`src/rtl/lock_pkg.sv`:
```
// lock_pkg: shared defaults and FSM state type for the key-load stage
package lock_pkg;
    localparam int KEY_W_DEF     = 8;
    localparam int MAX_FAILS_DEF = 3;
    typedef enum logic [2:0] {
        ST_IDLE   = 3'd0,
        ST_SHIFT  = 3'd1,
        ST_PARITY = 3'd2,
        ST_COMMIT = 3'd3,
        ST_LOCKED = 3'd4
    } key_ld_state_t;
endpackage

```
`src/rtl/key_shift_reg.sv`:
```
// key_shift_reg: shadow shift register and bit counter for the incoming key frame
module key_shift_reg #(
    parameter int W = 8
) (
    input  logic         clk,
    input  logic         rst,
    input  logic         clr,
    input  logic         shift_en,
    input  logic         din,
    output logic [W-1:0] shadow,
    output logic         full
);
    localparam int CW = $clog2(W + 1);
    logic [CW-1:0] cnt;
    // full marks the shift that completes the frame, so the FSM can leave SHIFT on that same edge
    assign full = shift_en && (cnt == CW'(W - 1));
    // MSB-first shift; clear has priority so a restart discards a coincident bit
    always_ff @(posedge clk) begin
        if (rst || clr) begin
            shadow <= '0;
            cnt    <= '0;
        end else if (shift_en) begin
            shadow <= {shadow[W-2:0], din};
            cnt    <= cnt + 1'b1;
        end
    end
endmodule

```
`src/rtl/key_loader.sv`:
```
// key_loader: serial key load with atomic commit; KEY_PARITY_EN adds parity check and tamper lockout
module key_loader
    import lock_pkg::*;
#(
    parameter int KEY_W = KEY_W_DEF
`ifdef KEY_PARITY_EN
    , parameter int MAX_FAILS = MAX_FAILS_DEF
`endif
) (
    input  logic             clk,
    input  logic             rst,
    input  logic             load_start,
    input  logic             sin_valid,
    input  logic             sin_data,
    output logic             sin_ready,
    output logic [KEY_W-1:0] key,
    output logic             key_valid,
    output logic             load_done,
    output logic             load_err,
    output logic             busy,
    output logic             locked
);
    key_ld_state_t    state;
    logic [KEY_W-1:0] shadow;
    logic             full;
    logic             restart;
    logic             xfer;
`ifdef KEY_PARITY_EN
    localparam int FW = $clog2(MAX_FAILS + 1);
    logic [FW-1:0] fail_cnt;
    assign sin_ready = (state == ST_SHIFT) || (state == ST_PARITY);
    assign locked    = state == ST_LOCKED;
`else
    assign sin_ready = state == ST_SHIFT;
    assign locked    = 1'b0;
`endif
    assign busy    = state != ST_IDLE;
    assign restart = load_start && (state == ST_IDLE || sin_ready);
    assign xfer    = sin_valid && sin_ready && !load_start;

    key_shift_reg #(.W(KEY_W)) u_sr (
        .clk      (clk),
        .rst      (rst),
        .clr      (restart),
        .shift_en (xfer && state == ST_SHIFT),
        .din      (sin_data),
        .shadow   (shadow),
        .full     (full)
    );

    // FSM, committed key register, fail counter and one-cycle status pulses
    always_ff @(posedge clk) begin
        if (rst) begin
            state     <= ST_IDLE;
            key       <= '0;
            key_valid <= 1'b0;
            load_done <= 1'b0;
            load_err  <= 1'b0;
`ifdef KEY_PARITY_EN
            fail_cnt  <= '0;
`endif
        end else begin
            load_done <= 1'b0;
            load_err  <= 1'b0;
            case (state)
                ST_IDLE: if (load_start) state <= ST_SHIFT;
                ST_SHIFT: begin
                    if (load_start) load_err <= 1'b1;
`ifdef KEY_PARITY_EN
                    else if (full) state <= ST_PARITY;
`else
                    else if (full) state <= ST_COMMIT;
`endif
                end
`ifdef KEY_PARITY_EN
                ST_PARITY: begin
                    if (load_start) begin
                        load_err <= 1'b1;
                        state    <= ST_SHIFT;
                    end else if (xfer) begin
                        if (^{shadow, sin_data} == 1'b0) state <= ST_COMMIT;
                        else begin
                            load_err <= 1'b1;
                            fail_cnt <= fail_cnt + 1'b1;
                            if (fail_cnt == FW'(MAX_FAILS - 1)) begin
                                state     <= ST_LOCKED;
                                key       <= '0;
                                key_valid <= 1'b0;
                            end else state <= ST_IDLE;
                        end
                    end
                end
`endif
                ST_COMMIT: begin
                    key       <= shadow;
                    key_valid <= 1'b1;
                    load_done <= 1'b1;
`ifdef KEY_PARITY_EN
                    fail_cnt  <= '0;
`endif
                    state     <= ST_IDLE;
                end
                default: state <= state;
            endcase
        end
    end
endmodule

```
`config.mk`:
```
export PLATFORM = sky130hd
export DESIGN_NAME = key_loader
export DESIGN_NICKNAME = d
export VERILOG_FILES = /design/src/rtl/lock_pkg.sv /design/src/rtl/key_shift_reg.sv /design/src/rtl/key_loader.sv
export SDC_FILE = /design/constraint.sdc
export NUM_CORES = 1
export LEC_CHECK = 0
export CORE_MARGIN = 5
export CORE_UTILIZATION = 36
export CTS_CLUSTER_SIZE = 40
export DETAILED_ROUTE_END_ITERATION = 8
export PLACE_DENSITY = 0.62
export SETUP_SLACK_MARGIN = 0.4
export SLEW_MARGIN = 15
export SYNTH_ARGS = -nofsm -noshare
export SYNTH_HDL_FRONTEND = slang
export SYNTH_SLANG_ARGS = --single-unit
```
`constraint.sdc`:
```
create_clock -name clk -period 1.38 [get_ports clk]
set_input_delay 0.207 -clock clk [delete_from_list [all_inputs] [get_ports clk]]
set_output_delay 0.207 -clock clk [all_outputs]
set_load 0.01 [all_outputs]
```
==> impl_metrics.tcl <==
set metrics [dict create \
    clock_latency_ns 0.32 \
    ir_drop_uv 476 \
    synth_seq_cells 25 \
    status "finished, final reports clean" \
    routedWlPerCell_um 11.4 \
    crit_required_ns 1.17 \
    syn_area_sq_um 948 \
    rows 18 \
    hold_ws_ns 0.463 \
    drtIter0Drc 15 \
    syn_area_per_cell_sq_um 8.47 \
    num_vias 800 \
    syn_to_final_growth_pct 37.2 \
    die-area_sq_um 3760 \
    ys_warn_count 0 \
    async_flop_share_pct 0 \
    nets 145 \
    power.net_switching_uw 266 \
    synth_most_common_cell "nand2_1" \
    clock_sinks 25 \
    slowest_delay_ns 0.36 \
    path_delay_family "flip-flops" \
    layout_worst_path_cycle_share_pct 90.5 \
    grt_pass1_wl_um 3350 \
    powerDensity_nw_per_um2 886 \
    root_buffer "clkbuf_4" \
    fillCellCount 240 \
    synthTopCellsByArea "dfxtp_1 (53%), nand2_1 (14%), a21oi_1 (11%)" \
    fin_crit_ns 1.25 \
    clk_path_buf_depth 2 \
    cts_tree "built" \
    crit_arrival_ns 1.04 \
    grt_util_all_layers_pct 12.2 \
    crit_buf_inv 1 \
    clkSlewWorstSetupHoldPaths_ns 0.14 \
    synth_ff_type "dfxtp_1" \
    seq_power_share_pct 63.3 \
    drv_slew 0 \
    p_comb_share_pct 8.1 \
    grt_max_degree 15 \
    pin_count 19 \
    netlist.top_cell.by_area "dfxtp_1" \
    worst-path-max-fanout 4 \
    maxCapViolCount 0 \
    yosysUniqueCellTypes 25 \
    drive_above_1_share_pct 38.4 \
    syn_inst 112 \
    die_h_um 61.3 \
    vias_per_cell 4.76 \
    drc_errors 0 \
    antenna_found_initial 0 \
    crit_path_start_kind "flop" \
    fin_ws_ns 0.131 \
    p_clk_share_pct 28.6 \
    die_x_um 61.3 \
    drtPass1Iterations 4 \
    gr-total-overflow 0 \
    synth.top_cells.by_count "nand2_1 (35), dfxtp_1 (25), a21oi_1 (20)" \
    cts_htree_levels 1 \
    setup-violations-final 0 \
    timing.fmax_ghz 0.801 \
    core_sq_um 2500 \
    critPathKind "reg2out" \
    grt_pass1_vias 729 \
    dp_hpwl_um 1370 \
    place_ws_ns -0.0671 \
    min_path_type "in2reg" \
    gp_congestion 0.724 \
    start_util_pct 37.9 \
    antenna_cells 0 \
    finalHoldViolCount 0 \
    synth_fp_nets 118 \
    final_util_pct 52.1 \
    cts_buffers 3 \
    synth_edf_count 0 \
    synth_top_cell_area_share_pct 52.8 \
    skew_ns 0.00384 \
    leakage_uw 0.000481 \
    timing.critical_path.cells "or2_4, buf_6" \
    swShare_pct 23.1 \
    intPower_uw 887 \
    ys_seq_area_share_pct 52.8 \
    setup.worst_path.end_class "output pin" \
    io_buffer_count 17 \
    rsz0062_at_grt "yes" \
    wirelength_um 1910 \
    ant_nets 0 \
    cp_slowest_cell "dfxtp_2" \
]
sequential cells by signal, indices dropped and copies added (netlist names):
signal,cells
load_done,1
load_err,1
state,2
key,8
key_valid,1
u_sr.shadow,8
u_sr.cnt,4
worst min-delay path: cells and delay by family:
| family | cells | cell delay (ns) |
|---|---|---|
| buffers and inverters | 1 | 0.43 |
| and+or+nand+nor | 1 | 0.08 |
| AOI/OAI and AO/OA | 1 | 0.04 |
cell families (layout without fill, tap and decap cells):
family          after synthesis  in the layout  share of synthesized area (%)
fa+ha+maj                     1              1                           1.32
flops                        25             25                           52.8
simple gates                 52             52                           26.9
other cells                   1              1                          0.395
xor+xnor                      1              1                          0.924
compound gates               23             23                           12.4
buf+inv                       9             35                           5.28
power by group through the flow:
stage	logic [uW]	registers, uW	clock network, uW
finish	93.7	729	329
global route	102	730	385
CTS	94.1	729	338
detailed placement	84.9	745	0
global placement	84.3	745	0
floorplan	36.6	747	0
final cells by class:
class                           instances  area, sq um  share of cell area, %
Clock buffer                            3         22.5                   1.73
Clock inverter                          1         5.00                  0.385
Inverter                                2         7.51                  0.577
Multi-Input combinational cell         78          437                   33.6
Sequential cell                        25          514                   39.5
Tap cell                               30         37.5                   2.88
Timing Repair Buffer                   29          278                   21.3
layout by cell type, fill, tap and decap left out, types with 2 or more instances in the layout:
cell type / n
a21oi_1: 17
a21oi_2: 3
buf_2: 3
buf_4: 9
buf_6: 12
clkbuf_4: 3
clkdlybuf4s50_1: 4
dfxtp_1: 14
dfxtp_2: 11
inv_1: 2
nand2_1: 30
nand2_2: 5
nor2_1: 5
o21ai_0: 2
or3_1: 2
stage by stage:
step                      std cells  power, uW  instance area [sq um]  setup TNS, ns
after detailed placement        161        829                   1190         -0.257
after floorplan                 112        783                    962              0
after CTS                       167       1160                   1290              0
after global placement          161        829                   1190        -0.0790
final                           168       1150                   1300              0
after global routing            168       1220                   1300              0
final timing paths:
check	start	endpoint	slack, ns	cells after the start
max reg2reg	state[1]	state[1]	0.16	5
min	sin_data	u_sr.shadow[0]	0.46	3
min reg2reg	u_sr.shadow[7]	key[7]	0.47	2
max	state[0]	busy	0.13	2
repair_timing:
| item | CTS | global route |
|---|---|---|
| setup endpoints to repair | 35 | 35 |
| hold buffers | 0 | 0 |
| endpoints found under the hold margin | 0 | 0 |
| gates cloned | 1 | 0 |
| resized for setup | 88 | 1 |
| pin swaps | 8 | 1 |
| setup buffers | 1 | 1 |
routing by layer:
| metal | vias up | share of wire [%] | track usage, % |
|---|---|---|---|
| li1 | 416 | - | - |
| met1 | 365 | 48 | 15.3 |
| met2 | 14 | 45 | 18.7 |
| met3 | 5 | 4.7 | 3.77 |
| met4 | 0 | 2.0 | 6.50 |
| met5 | - | 0 | 0 |
Note: power is estimated with default switching activity, not from simulation.
